`src/rtl/reg_bridge_pkg.sv`:
```
// Shared types and constants for the MCU-facing register bridge.
// Frame layout: opcode byte {rw, 3'b000, addr[3:0]} followed, for writes,
// by two bytes {4'bxxxx, data[11:0]}.
package reg_bridge_pkg;

  localparam logic OP_WRITE = 1'b0;
  localparam logic OP_READ  = 1'b1;

  localparam int WR_FRAME_BITS  = 24;
  localparam int RD_OPCODE_BITS = 8;

  typedef struct packed {
    logic [3:0]  addr;
    logic [11:0] data;
  } reg_write_t;

  // Emit FSM encoding; the live state is visible as reg_bridge.emit_state.
  typedef enum logic [1:0] {
    EMIT_IDLE  = 2'd0,
    EMIT_SETUP = 2'd1,
    EMIT_HOLD  = 2'd2
  } emit_state_t;

endpackage

```
`src/rtl/reg_wr_fifo.sv`:
```
// Small synchronous FIFO of decoded register writes.
// Pointers carry one extra wrap bit so full and empty are distinguishable.
// A push while full is accepted only if a pop happens in the same cycle.
// Read data is first-word fall-through (valid whenever empty is low).
// DEPTH must be a power of 2 and at least 2.
module reg_wr_fifo
  import reg_bridge_pkg::*;
#(
  parameter int DEPTH = 4
) (
  input  logic       clk,
  input  logic       rst_n,
  input  logic       push,
  input  reg_write_t push_data,
  input  logic       pop,
  output reg_write_t pop_data,
  output logic       full,
  output logic       empty
);

  localparam int AW = $clog2(DEPTH);
  localparam logic [AW:0] PTR_ONE = {{AW{1'b0}}, 1'b1};

  logic [AW:0] wr_ptr;
  logic [AW:0] rd_ptr;
  reg_write_t  mem [DEPTH];
  logic        pop_ok;
  logic        push_ok;

  assign empty    = (wr_ptr == rd_ptr);
  assign full     = (wr_ptr[AW] != rd_ptr[AW]) && (wr_ptr[AW-1:0] == rd_ptr[AW-1:0]);
  assign pop_ok   = pop && !empty;
  assign push_ok  = push && (!full || pop_ok);
  assign pop_data = mem[rd_ptr[AW-1:0]];

  // Pointer update: advance on accepted push / pop.
  always_ff @(posedge clk or negedge rst_n) begin
    if (!rst_n) begin
      wr_ptr <= '0;
      rd_ptr <= '0;
    end else begin
      if (push_ok) wr_ptr <= wr_ptr + PTR_ONE;
      if (pop_ok)  rd_ptr <= rd_ptr + PTR_ONE;
    end
  end

  // Storage write; contents need no reset since pointers gate visibility.
  always_ff @(posedge clk) begin
    if (push_ok) mem[wr_ptr[AW-1:0]] <= push_data;
  end

endmodule

```
`src/rtl/reg_bridge.sv`:
```
// SPI target (mode 0) that turns 24-bit write frames into a held,
// toggle-flagged register-write stream for the mapper mux, with optional
// status readback.
// Optional feature: define REG_BRIDGE_READBACK_EN to build the 32-bit
// status snapshot/shift path; otherwise read opcodes are ignored and
// spi_miso is tied low.
module reg_bridge
  import reg_bridge_pkg::*;
#(
  parameter int HOLD_CYCLES = 256,
  parameter int FIFO_DEPTH  = 4
) (
  input  logic        clk,
  input  logic        rst_n,
  input  logic        spi_sck,
  input  logic        spi_cs_n,
  input  logic        spi_mosi,
  output logic        spi_miso,
  input  logic [31:0] status_reg,
  output logic [11:0] wr_reg,
  output logic [3:0]  wr_reg_addr,
  output logic        wr_reg_changed,
  output logic        fifo_overflow
);

  localparam int HW = (HOLD_CYCLES > 1) ? $clog2(HOLD_CYCLES) : 1;
  localparam logic [HW-1:0] HOLD_LOAD = HW'(HOLD_CYCLES - 1);
  localparam logic [HW-1:0] HOLD_ONE  = {{(HW-1){1'b0}}, 1'b1};
  localparam logic [5:0]    BIT_MAX   = 6'd63;
  localparam logic [5:0]    WR_LAST   = 6'(WR_FRAME_BITS - 1);
  localparam logic [5:0]    OP_LAST   = 6'(RD_OPCODE_BITS - 1);

  // ---------------- input conditioning ----------------
  logic [1:0] sck_sync;
  logic [1:0] cs_sync;
  logic [1:0] mosi_sync;
  logic       sck_d;
  logic       cs_d;

  // Two-stage synchronizers plus one edge-history stage for SCK and CS.
  always_ff @(posedge clk or negedge rst_n) begin
    if (!rst_n) begin
      sck_sync  <= 2'b00;
      cs_sync   <= 2'b11;
      mosi_sync <= 2'b00;
      sck_d     <= 1'b0;
      cs_d      <= 1'b1;
    end else begin
      sck_sync  <= {sck_sync[0], spi_sck};
      cs_sync   <= {cs_sync[0], spi_cs_n};
      mosi_sync <= {mosi_sync[0], spi_mosi};
      sck_d     <= sck_sync[1];
      cs_d      <= cs_sync[1];
    end
  end

  logic sck_rise;
  logic cs_fall;
  logic cs_active;

  assign sck_rise  = sck_sync[1] && !sck_d;
  assign cs_fall   = cs_d && !cs_sync[1];
  assign cs_active = !cs_sync[1];

  // ---------------- frame shifter ----------------
  logic [5:0]               bit_cnt;
  logic [WR_FRAME_BITS-2:0] shreg;
  logic [WR_FRAME_BITS-1:0] frame_next;
  logic                     bit_take;

  assign bit_take   = cs_active && !cs_fall && sck_rise;
  assign frame_next = {shreg, mosi_sync[1]};

  // Shift MOSI on each SCK rise inside a frame; CS falling restarts the frame.
  always_ff @(posedge clk or negedge rst_n) begin
    if (!rst_n) begin
      bit_cnt <= '0;
      shreg   <= '0;
    end else if (cs_fall) begin
      bit_cnt <= '0;
      shreg   <= '0;
    end else if (bit_take) begin
      shreg <= frame_next[WR_FRAME_BITS-2:0];
      if (bit_cnt != BIT_MAX) bit_cnt <= bit_cnt + 6'd1;
    end
  end

  // The 24th rise completes a write frame; opcode is then in the top byte.
  logic       fifo_push;
  reg_write_t fifo_wdata;

  assign fifo_push        = bit_take && (bit_cnt == WR_LAST) && (frame_next[23] == OP_WRITE);
  assign fifo_wdata.addr  = frame_next[19:16];
  assign fifo_wdata.data  = frame_next[11:0];

  logic unused_frame_bits;
  assign unused_frame_bits = ^{frame_next[22:20], frame_next[15:12]};

  // ---------------- write FIFO ----------------
  logic       fifo_pop;
  logic       fifo_full;
  logic       fifo_empty;
  reg_write_t fifo_rdata;

  reg_wr_fifo #(
    .DEPTH (FIFO_DEPTH)
  ) u_fifo (
    .clk       (clk),
    .rst_n     (rst_n),
    .push      (fifo_push),
    .push_data (fifo_wdata),
    .pop       (fifo_pop),
    .pop_data  (fifo_rdata),
    .full      (fifo_full),
    .empty     (fifo_empty)
  );

  // Sticky drop flag: a push into a full FIFO with no simultaneous pop.
  always_ff @(posedge clk or negedge rst_n) begin
    if (!rst_n)                                   fifo_overflow <= 1'b0;
    else if (fifo_push && fifo_full && !fifo_pop) fifo_overflow <= 1'b1;
  end

  // ---------------- emit FSM ----------------
  emit_state_t emit_state;
  emit_state_t emit_state_d;
  logic [HW-1:0] hold_cnt;

  // State register.
  always_ff @(posedge clk or negedge rst_n) begin
    if (!rst_n) emit_state <= EMIT_IDLE;
    else        emit_state <= emit_state_d;
  end

  // Next state and FIFO pop: IDLE pops, SETUP toggles, HOLD counts down.
  always_comb begin
    emit_state_d = emit_state;
    fifo_pop     = 1'b0;
    unique case (emit_state)
      EMIT_IDLE: begin
        if (!fifo_empty) begin
          fifo_pop     = 1'b1;
          emit_state_d = EMIT_SETUP;
        end
      end
      EMIT_SETUP: emit_state_d = EMIT_HOLD;
      EMIT_HOLD: begin
        if (hold_cnt == '0) emit_state_d = EMIT_IDLE;
      end
      default: emit_state_d = EMIT_IDLE;
    endcase
  end

  // Output pair loads only on IDLE->SETUP; the toggle follows one cycle later.
  always_ff @(posedge clk or negedge rst_n) begin
    if (!rst_n) begin
      wr_reg         <= '0;
      wr_reg_addr    <= '0;
      wr_reg_changed <= 1'b0;
      hold_cnt       <= '0;
    end else begin
      if (fifo_pop) begin
        wr_reg_addr <= fifo_rdata.addr;
        wr_reg      <= fifo_rdata.data;
      end
      if (emit_state == EMIT_SETUP) begin
        wr_reg_changed <= !wr_reg_changed;
        hold_cnt       <= HOLD_LOAD;
      end else if ((emit_state == EMIT_HOLD) && (hold_cnt != '0)) begin
        hold_cnt <= hold_cnt - HOLD_ONE;
      end
    end
  end

  // ---------------- status readback ----------------
`ifdef REG_BRIDGE_READBACK_EN
  logic        sck_fall;
  logic        rd_start;
  logic        rd_armed;
  logic [31:0] rd_shift;
  logic        miso_q;

  assign sck_fall = !sck_sync[1] && sck_d;
  assign rd_start = bit_take && (bit_cnt == OP_LAST) && (frame_next[7] == OP_READ);
  assign spi_miso = miso_q;

  // Snapshot on the 8th rise, then shift one bit out per SCK fall; the
  // zero fill makes MISO read 0 once all 32 bits are gone.
  always_ff @(posedge clk or negedge rst_n) begin
    if (!rst_n) begin
      rd_armed <= 1'b0;
      rd_shift <= '0;
      miso_q   <= 1'b0;
    end else if (!cs_active || cs_fall) begin
      rd_armed <= 1'b0;
      rd_shift <= '0;
      miso_q   <= 1'b0;
    end else if (rd_start) begin
      rd_armed <= 1'b1;
      rd_shift <= status_reg;
    end else if (rd_armed && sck_fall) begin
      miso_q   <= rd_shift[31];
      rd_shift <= {rd_shift[30:0], 1'b0};
    end
  end
`else
  logic unused_readback;
  assign unused_readback = ^{status_reg, OP_LAST};
  assign spi_miso        = 1'b0;
`endif

endmodule

```
`config.mk`:
```
export PLATFORM = sky130hd
export DESIGN_NAME = reg_bridge
export DESIGN_NICKNAME = d
export VERILOG_FILES = /design/src/rtl/reg_bridge_pkg.sv /design/src/rtl/reg_wr_fifo.sv /design/src/rtl/reg_bridge.sv
export SDC_FILE = /design/constraint.sdc
export NUM_CORES = 1
export LEC_CHECK = 0
export CAP_MARGIN = 20
export CELL_PAD_IN_SITES_DETAIL_PLACEMENT = 1
export CELL_PAD_IN_SITES_GLOBAL_PLACEMENT = 2
export CORE_MARGIN = 2
export CORE_UTILIZATION = 43
export CTS_BUF_LIST = sky130_fd_sc_hd__clkbuf_16
export DETAILED_ROUTE_END_ITERATION = 16
export PLACE_DENSITY = 0.8
export SYNTH_ARGS = -nofsm -noshare
export SYNTH_HDL_FRONTEND = slang
export SYNTH_SLANG_ARGS = --single-unit
```
`constraint.sdc`:
```
create_clock -name clk -period 4.9 [get_ports clk]
set_input_delay 0.49 -clock clk [delete_from_list [all_inputs] [get_ports clk]]
set_output_delay 0.49 -clock clk [all_outputs]
set_load 0.02 [all_outputs]
```
# ---- Yosys cells after proc, flatten, opt, wreduce, memory -nomap -nowiden
# Memories as Yosys holds them, arrays and structs flattened. A register that Yosys moved wholly into a read port is not among the register bits.
# Index checks and enable logic that the tools add are counted.
dict set report classes {
  n_addsub 4
  n_eq_ne 9
  n_mux 14
  n_bitwise 1
  reduce_logical 29
}
# operator n
set op_table {}
lappend op_table {{$mux 23} 2}
lappend op_table {{$mux 6} 3}
lappend op_table {{$mux 8} 2}
lappend op_table {{$logic_and 1x1->1} 12}
lappend op_table {{$logic_not 1->1} 8}
lappend op_table {{$logic_not 8->1} 1}
lappend op_table {{$reduce_bool 8->1} 1}
lappend op_table {{$sub 8x1->8 const B} 1}
lappend op_table {{$add 3x1->3 const B} 2}
lappend op_table {{$add 6x1->6 const B} 1}
lappend op_table {{$eq 6x5->1 const B} 1}
lappend op_table {{$ne 6x6->1 const B} 1}
lappend op_table {{$pmux 2 s3} 1}
lappend op_table {{$reduce_bool 2->1} 3}
lappend op_table {{$mux 1} 4}
lappend op_table {{$mux 2} 2}
lappend op_table {{$ne 2x2->1 const B} 2}
lappend op_table {{$reduce_and 2->1} 2}
lappend op_table {{$eq 3x3->1} 1}
lappend op_table {{$eq 2x1->1 const B} 1}
lappend op_table {{$eq 2x2->1} 1}
lappend op_table {{$eq 2x2->1 const B} 1}
lappend op_table {{$logic_not 2->1} 1}
lappend op_table {{$logic_or 1x1->1} 1}
lappend op_table {{2 further kinds} 2}
dict set report totals {
  ram_bits 64
  reg_bits 55
  n_memories 1
  input_bits 37
}
# memory depth word_bits rd rd_ports_with_merged_regs wr line_no
set memory_table {}
lappend memory_table {u_fifo.mem 4 16 1 1 1 reg_wr_fifo.sv:26} ;# reg_write_t mem [DEPTH];

# ---- Logic depth before layout (Yosys ltp)
dict set report depth {
  word_depth 10
  ltp_mapped 6
}

# ---- Cells and area by module
# A second synthesis with hierarchy kept.
dict set report unflattened {
  hier_cells 377
  hier_area_um2 5470.2
}
# mod cells_per_inst n_inst area_each_um2 seq_area_each_um2
set by_module_without_submodules {}
lappend by_module_without_submodules {reg_wr_fifo 127 1 2775.2 2072.0}
lappend by_module_without_submodules {reg_bridge 250 1 2695.1 1630.3}

# ---- Least setup slack after synthesis
# Ideal clock, no wire load.
dict set report synth_timing {
  path_kind {register -> register}
  from {register cs_sync[1]}
  to {memory u_fifo.mem[0][0] in the netlist's numbering (enable)}
  arrival_time_ps 1825
  path_stages_with_launch 5
  setup_ps 374
  path_slack_ps 2702
  t_required_ps 4526
  cell_sequence {dfstp_2 -> nor4b_4 -> nand4b_1 -> nor4b_4 -> and2_1}
}
dict set report synth_between {
  elab_chain_len 10
}
# item line_no
set synth_rtl {}
lappend synth_rtl {{start: declaration} reg_bridge.sv:35} ;# logic [1:0] cs_sync;
lappend synth_rtl {{start signal: assignment} reg_bridge.sv:50} ;# cs_sync <= {cs_sync[0], spi_cs_n};
lappend synth_rtl {{$logic_not 1->1 (*)} {reg_bridge.sv:62, reg_bridge.sv:63}}
lappend synth_rtl {{$logic_and 1x1->1} reg_bridge.sv:62} ;# assign cs_fall = cs_d && !cs_sync[1];
lappend synth_rtl {{$logic_not 1->1} reg_bridge.sv:71} ;# assign bit_take = cs_active && !cs_fall && sck_rise;
lappend synth_rtl {{$logic_and 1x1->1 (*) (2 in series)} reg_bridge.sv:71}
lappend synth_rtl {{$logic_and 1x1->1 (*) (2 in series)} reg_bridge.sv:92} ;# assign fifo_push = bit_take && (bit_cnt == WR_LAST) && (frame_next[23] == OP_WRITE);
lappend synth_rtl {{$logic_and 1x1->1 (*)} reg_wr_fifo.sv:33} ;# assign push_ok = push && (!full || pop_ok);
lappend synth_rtl {{$mux 1 (*)} reg_wr_fifo.sv:49} ;# if (push_ok) mem[wr_ptr[AW-1:0]] <= push_data;
lappend synth_rtl {{$mux 1 (implied by the code) (*)} reg_wr_fifo.sv:49}
lappend synth_rtl {{end: declaration} reg_wr_fifo.sv:26}
# Every way passes the cells marked *; elsewhere a longest branch is shown, timed or not.

# ---- Worst setup path after layout
dict set report layout_timing {
  from {register u_fifo.rd_ptr[1]}
  to {memory u_fifo.mem[2][2] in the netlist's numbering (enable)}
}
dict set report layout_between {
  elab_chain_len 8
}
# item line_no
set layout_rtl {}
lappend layout_rtl {{start: declaration} reg_wr_fifo.sv:25} ;# logic [AW:0] rd_ptr;
lappend layout_rtl {{start signal: assignment} reg_wr_fifo.sv:43} ;# if (pop_ok) rd_ptr <= rd_ptr + PTR_ONE;
lappend layout_rtl {{$eq 3x3->1} reg_wr_fifo.sv:30} ;# assign empty = (wr_ptr == rd_ptr);
lappend layout_rtl {{$mux 1} reg_bridge.sv:141} ;# if (!fifo_empty) begin
lappend layout_rtl {{$mux 1} reg_bridge.sv:139} ;# unique case (emit_state)
lappend layout_rtl {{$logic_and 1x1->1} reg_wr_fifo.sv:32} ;# assign pop_ok = pop && !empty;
lappend layout_rtl {{$logic_or 1x1->1 (*)} reg_wr_fifo.sv:33}
lappend layout_rtl {{$logic_and 1x1->1 (*)} reg_wr_fifo.sv:33}
lappend layout_rtl {{$mux 1 (*)} reg_wr_fifo.sv:49}
lappend layout_rtl {{$mux 1 (implied by the code) (*)} reg_wr_fifo.sv:49}
# Marks and branches as above.

==> results.md <==
- The run finished with clean final reports.
- Input and output buffers added on the ports amount to 22.
- The final route contains 2,929 vias.
- The reg2reg setup slack is 1.90 ns.
- The number of buffers inserted by hold repair at cts is 0.
- The initial standard-cell utilization of the core is 0.4417.
- The final-layout setup total negative slack is 0 ns.
- At the pin with the least slew margin, the transition time is 0.9305 ns.
- Using the TritonRoute via totals, the vias-per-cell ratio works out to 5.193.
- The async set-reset flop share out of synthesis is 0.5259.
- The portion of total power attributed to sequential cells is 0.434.
- The final HPWL from detailed placement is 5449 µm.
- The max-slew headroom at the worst pin is 0.3797.
- For the worst setup path, the data arrival time is 3.04 ns.
- The type of the worst min-delay path is input pin to async pin.
- The mapped cell area is 5328 µm².
- After synthesis, the mean cell area works out to 15.09 µm².
- The path length in cells of the critical path is 4.
- In this run the horizontal extent of the chip is 115.3 µm.
- The post-detailed-route DRC marker count is 0.
- The via count of the first global-routing pass is 3,166.
- The power spent charging and discharging nets is 505.5 µW.
- Clock tree synthesis selected as its root buffer the cell clkbuf_16.
- The overflow left after global routing is 0.
- The clock passes through at most 2 buffers.
- The routed design could run at a clock period as short as 3.002 ns.
- Compared with the post-synthesis result, the final layout area differs by 20.74%.
- The data required time at the worst endpoint is 4.94 ns.
- The worst ir drop on vdd is 0.2679 mV.
- The cell type with the largest total area after synthesis is edfxtp_1.
- Together, buffers and inverters on the worst path number 0.
- The worst register-to-register path begins at u_fifo.rd_ptr[1].
- Setup repair after global routing left no endpoint under its margin.
- The I/O pin count is 56.
- The tool flagged a number of max-cap violations equal to 0.
- The cell area power density is 427.8 nW/µm².
- Synthesis produced a netlist with a net count of 398.
- Summed over all layers, the routed wires come to 10,070 µm.
- Dividing the final minimum period by the clock period gives 0.6127.
- The number of antenna diodes in the final layout is 0.
- The total count of hold-check failures in the final report was 0.
- At the end of routability-driven placement, the weighted congestion stood at 0.7165.
- The detail route stage leaves a number of antenna-violating nets equal to 0.
- The number of nets at the end of the flow is 428.
- The register bit count reported by yosys is 135.
- The part of the power in combinational logic is 0.010.
- Counting flops with a built-in enable in the synthesized netlist gives 64.
- The register area share after synthesis is 0.6949.
- Across every metal layer, demand over resource in global routing totals 0.1724.
- The die covers 13,300 µm².
- The longest individual stage delay on the worst path is 0.90 ns.
- The final design instance area without fill is 6432 µm².
- The worst setup path is captured at a register.
- The element type at the critical path start is a register.
- For this design, the sink count on the clock tree is 135.
- In this run the critical register-to-register path is captured at u_fifo.mem[2][2].
- Of the total power, the clock network draws 0.556.
- The internal power of the cells totals 2.246 mW.
- After clock tree synthesis, the setup repair step added 0 buffers.
- Summed over all cells, the static leakage comes to 2.581 nW.
- Post-CTS repair changed the size of 0 cells.
- The largest individual stage delay along the critical path comes from the cell dfrtp_1.
- The kind of cell adding the most delay to the critical path is simple AND/OR/NAND/NOR gates.
- Walking the worst path, the cells encountered are xnor2_1 > o2111ai_1 > nor4b_4 > and2_1.
- For this run, the leading register cell type out of synthesis is dfrtp_1.
- The post-synthesis cell count is 353.
- The height of the chip is 115.3 µm.
- Yosys attributes the largest share of cell area to edfxtp_1, dfrtp_1, mux4_2.
- The length in cells of the worst reg-to-reg path is 4.
- The total number of H-tree levels is 4.
- The fraction of power spent switching nets is 0.1837.
- The floorplan has 40 rows.
- The category of the most critical setup path is register to register.
- Setup violations remaining at the end of the flow were counted as 0.
- The routed wire length per instance is 17.85 µm.
- In the post-route analysis, the smallest setup slack over all paths is 1.898 ns.
- In this run, CTS created clock tree buffers numbering 17.
- In this run, distinct cell masters in the synthesized netlist total 44.
- The maximum fanout encountered on the critical timing path is 19.
- The share of synthesized area in the top cell type comes to 0.3607.
- The number of max-slew violations in the final report came to 0.
- TritonCTS built the clock tree.
- The flip-flop count of the largest register after layout is 64.
- After detailed placement, the total cell area comes to 5715 µm².
- The number of warnings reported in the yosys synthesis log is 0.
- The launch point of the worst path is u_fifo.rd_ptr[1].
- The core box area is 12,060 µm².
- For this run, the top clock speed supported by timing is 333.1 MHz.
- The number of DRC markers in iteration 0 is 79.
- The wire length of the first global-routing pass is 16,750 µm.
- Power comes to 2.752 mW.
- On the final layout, the worst hold slack is 0.2103 ns.
- Of the cells placed in the final design, the portion with a size suffix greater than 1 is 0.1944.
- The later pin in the worst-skew pair is clocked with a latency of 0.42 ns.
- The first detailed-routing pass ran for 4 iterations.
- The number of antenna violations at the first check in global routing is 0.
- Clock-pin slew was measured on the worst setup and hold paths at 0.06 ns.
- The pin count of the biggest net entering global routing is 72.
- The post-placement setup slack is 1.860 ns.
- Between clock sinks in the finished design, the worst skew comes to 0.01310 ns.
==> cell usage in the layout, fill, tap and decap left out, types with 6 or more instances in the layout <==
cell             instances
nand2_1                 53
nor2_1                   8
ha_1                     8
mux2_2                  17
dfrtp_1                 68
mux4_2                  16
xnor2_1                  8
o21ai_0                 25
inv_1                    6
and2_1                   6
clkdlybuf4s50_1         21
edfxtp_1                64
bufinv_16                8
clkbuf_16               17
==> cell usage after synthesis (2+ instances only) <==
master	count
clkbuf_1	9
buf_2	4
mux4_2	16
inv_1	6
o21a_1	2
nor4_1	2
buf_4	2
dfstp_2	3
nand4_1	3
nor2_1	8
edfxtp_1	64
mux2_2	17
nand3_1	4
nand2b_1	4
ha_1	8
nor3_1	4
a31oi_1	4
xor2_1	4
a21oi_1	4
and2_1	6
dfrtp_1	68
o21ai_0	25
nor2b_1	3
a211oi_1	2
nor4b_4	2
nand2_1	53
mux2i_1	2
xnor2_1	8
==> worst max-delay path by stage <==
stage | end
floorplan | u_fifo.mem[0][0]
global placement | u_fifo.mem[1][11]
detailed placement | u_fifo.mem[2][11]
CTS | u_fifo.mem[2][11]
global route | u_fifo.mem[2][3]
finish | u_fifo.mem[2][2]
==> cells by family (layout without fill, tap and decap cells) <==
logic type	Yosys count	after routing	synth area share
other	1	1	0.0007039
XOR/XNOR	12	12	0.01973
multiplexers	36	36	0.1094
buffers and inverters	21	64	0.01714
AO/OA/AOI/OAI	44	44	0.04861
adder cells (fa/ha/maj)	8	8	0.01879
AND/OR/NAND/NOR	96	96	0.09066
flip-flops	135	135	0.6949
==> worst reg2reg max path: stages, from the launching register on <==
cell,delay (ns)
dfrtp_1,0.90
xnor2_1,0.25
o2111ai_1,0.22
nor4b_4,0.43
and2_1,0.81
==> power by group through the flow <==
| stage | registers, mW | logic [mW] | clock network (mW) |
|---|---|---|---|
| floorplan | 1.21 | 0.0116 | 0 |
| global placement | 1.21 | 0.0286 | 0 |
| detailed placement | 1.21 | 0.0294 | 0 |
| CTS | 1.19 | 0.0296 | 1.56 |
| global route | 1.19 | 0.0336 | 1.60 |
| finish | 1.19 | 0.0288 | 1.53 |
==> through the flow <==
step / std cells / utilization
5_1_grt: 564 / 0.5333
4_1_cts: 563 / 0.5324
6_report: 564 / 0.5333
3_5_place_dp: 531 / 0.4739
3_3_place_gp: 531 / 0.4739
2_1_floorplan: 353 / -
==> layout make-up <==
cell class                      instances  area (µm²)
Clock buffer                           17       425.4
Fill cell                            1148        5629
Sequential cell                       135        3702
Inverter                                6       22.52
Timing Repair Buffer                   26       251.5
Multi-Input combinational cell        197        1540
Tap cell                              168       210.2
Clock inverter                         15       280.3
==> routing by layer <==
layer	wire [µm]	vias to the layer above	GRT usage
met3	325	13	0.06273
met1	4494	1529	0.2119
li1	-	1346	-
met2	5108	41	0.2815
met5	0	-	0
met4	136	0	0.06265
Note: power is estimated with default switching activity, not from simulation.
==> edit (same settings) <==
Change the parameter `FIFO_DEPTH` from 4 to 2.
--- a/src/rtl/reg_bridge.sv
+++ b/src/rtl/reg_bridge.sv
@@ -9,5 +9,5 @@
 #(
   parameter int HOLD_CYCLES = 256,
-  parameter int FIFO_DEPTH  = 4
+  parameter int FIFO_DEPTH  = 2
 ) (
   input  logic        clk,
Check against the original RTL: same outputs for any inputs over 10 cycles, from zero or initial values and one cycle with rst_n low; that may be too few to reach the edited logic, so the function may still have changed.
==> edit against the original RTL <==
  * Fmax up 12%
  * Design area shrank 28%
  * Utilization is 0.96 points lower
  * Power fell by 41%
  * Critical path depth stayed put
  * Synthesized area decreased by 26%
  * Worst setup slack improved by 0.33 ns
  * Critical path type unchanged
  * Wire length is 28% lower
  * Largest cell class unchanged
  * Sequential cell count fell by 34
  * Via count fell by 18%
  * Worst hold slack better by 0.080 ns
  * First-iteration DRC count fell by 47%
==> edit: results (changes against the original RTL) <==
Outcome - complete, no violations
Latest clock arrival within the worst-skew pair - 0.34 ns (-0.08 ns)
Async set-reset flop share out of synthesis - 68.3% (+16 points)
Cts bufs inserted - 9 (-8)
Number of distinct library cells after synthesis - 46 (+4.5%)
Largest fanout on the critical path - 18 (-1)
CTS clock-pin slew for the worst setup and hold paths - 0.07 ns
H-tree levels - 3 (-1)
Xor and xnor area share after synthesis - 1.77% (-0.20 points)
Signal arrival time at the worst endpoint - 2.85 ns (-0.19 ns)
Worst Reg2Reg Path Length in Cells - 4 (unchanged)
Post-placement setup slack - 2.15 ns (+0.293 ns)
GRT Util Overall - 16.4% (-0.79 points)
Maximum vdd ir drop - 0.000183 V (-32%)
Top cells by instance count after synthesis - sky130_fd_sc_hd__nand2_1, sky130_fd_sc_hd__dfrtp_1, sky130_fd_sc_hd__o21ai_0
Share of post-route cells with drive strength above 1 - 8.15% (-11 points)
Via total after detailed routing - 2412 (-18%)
Flip-flop count of the largest register, all copies and words added - 32 (-50%)
Post-cts sizing count - 0 (unchanged)
Worst Hold Slack - 0.290 ns (+0.0797 ns)
Leakage component of the power - 0.00190 µW (-26%)
Post-Route M1 WL - 3460 µm (-23%)
Multiplexer share of the synthesized area - 4.56% (-6.4 points)
Vias in the first global route - 2574 (-19%)
Compound-cell area share of the yosys netlist - 9.21% (+4.4 points)
Critical register-to-register path startpoint - u_fifo.rd_ptr[0]
Syn_nets - 369 (-7.3%)
Portion of the post-synthesis area used by sequential elements - 68.1% (-1.4 points)
First-pass GRT wire length - 12800 µm (-24%)
Post-synthesis adder-cell area fraction - 0.950% (-0.93 points)
Slew @ Worst Pin - 1.01 ns (+0.0794 ns)
Slowest stage delay, CP - 1.00 ns (+0.10 ns)
Reg-to-reg endpoint - u_fifo.wr_ptr[1]
Half-perimeter wire length of the detailed placement result - 4800 µm (-12%)
Initial antenna violation count - 0 (unchanged)
Routability-driven placement congestion ratio - 0.780 (+8.9%)
Primary FF master, synth - sky130_fd_sc_hd__dfrtp_1
Filler cell count in the final layout - 902 (-21%)
Clock Skews - 0.00858 ns (-0.00452 ns)
Leading cell types by total area after synthesis - sky130_fd_sc_hd__dfrtp_1, sky130_fd_sc_hd__edfxtp_1, sky130_fd_sc_hd__nand2_1
Maximum number of pins on one net before global-route repair - 54 (-25%)
Met3 Wirelength - 243 µm (-25%)
Total Wirelength - 7280 µm (-28%)
==> edit: cell types whose count changed in the layout (fill, tap and decap cells not counted), sizes merged, moves of 5 or more <==
cell    before  now
clkbuf      17   10
edfxtp      64   32
mux2i        2   18
o21ai       25   49
ha           8    3
nand2       53   70
xnor2        8    3
mux4        16    0
mux2        18    0
bufinv       8    1
==> edit: worst max-delay path: cells and delay by family, from the launching register on <==
kind | cells | cell delay [ns]
xor gates and xnor gates | 2 | 0.47
DFF | 1 | 1.00
and+or+nand+nor | 2 | 1.04
==> edit: how the worst max path moves through the flow <==
stage	endpoint	slack [ns]	depth (start not counted)
2_1_floorplan	u_fifo.mem[0][0]	2.50	4
5_1_grt	u_fifo.wr_ptr[1]	2.03	4
6_report	u_fifo.wr_ptr[1]	2.23	4
3_5_place_dp	u_fifo.wr_ptr[1]	2.15	4
3_3_place_gp	u_fifo.rd_ptr[0]	2.25	4
4_1_cts	u_fifo.wr_ptr[1]	2.13	4
==> edit: cell type report <==
class                   count  area share (%)
well taps                 108            2.93
flip-flops and latches    101            58.4
clock inverters             6            1.28
repair buffers             26            5.75
clock buffers              10            5.43
inverters                   6           0.488
multi-input cells         207            25.8
==> edit: per-stage QoR <==
step,power [µW],area [µm²],cells
final,1630,4610,464
after floorplan,903,3950,329
after global routing,1690,4610,464
after global placement,921,4280,447
after detailed placement,923,4300,448
after CTS,1650,4610,464
==> edit: report_power, final <==
group          switching (µW)  total (µW)  leakage [µW]  internal [µW]
sequential               4.56         878       0.00125            873
combinational            20.2        26.5      0.000494           6.23
clock                     297         721      0.000155            424
==> edit: kinds of logic (layout without fill, tap and decap cells) <==
logic type | Yosys count | after routing
compound gates | 66 | 66
xor+xnor | 8 | 8
fa+ha+maj | 3 | 3
buf+inv | 21 | 48
flops | 101 | 101
mux | 18 | 18
other cells | 1 | 1
simple gates | 111 | 111
==> edit: layer usage <==
layer,track usage [%],up-vias
met5,0,-
met4,4.43,0
met3,4.60,9
met2,27.2,30
met1,21.6,1186
li1,-,1187
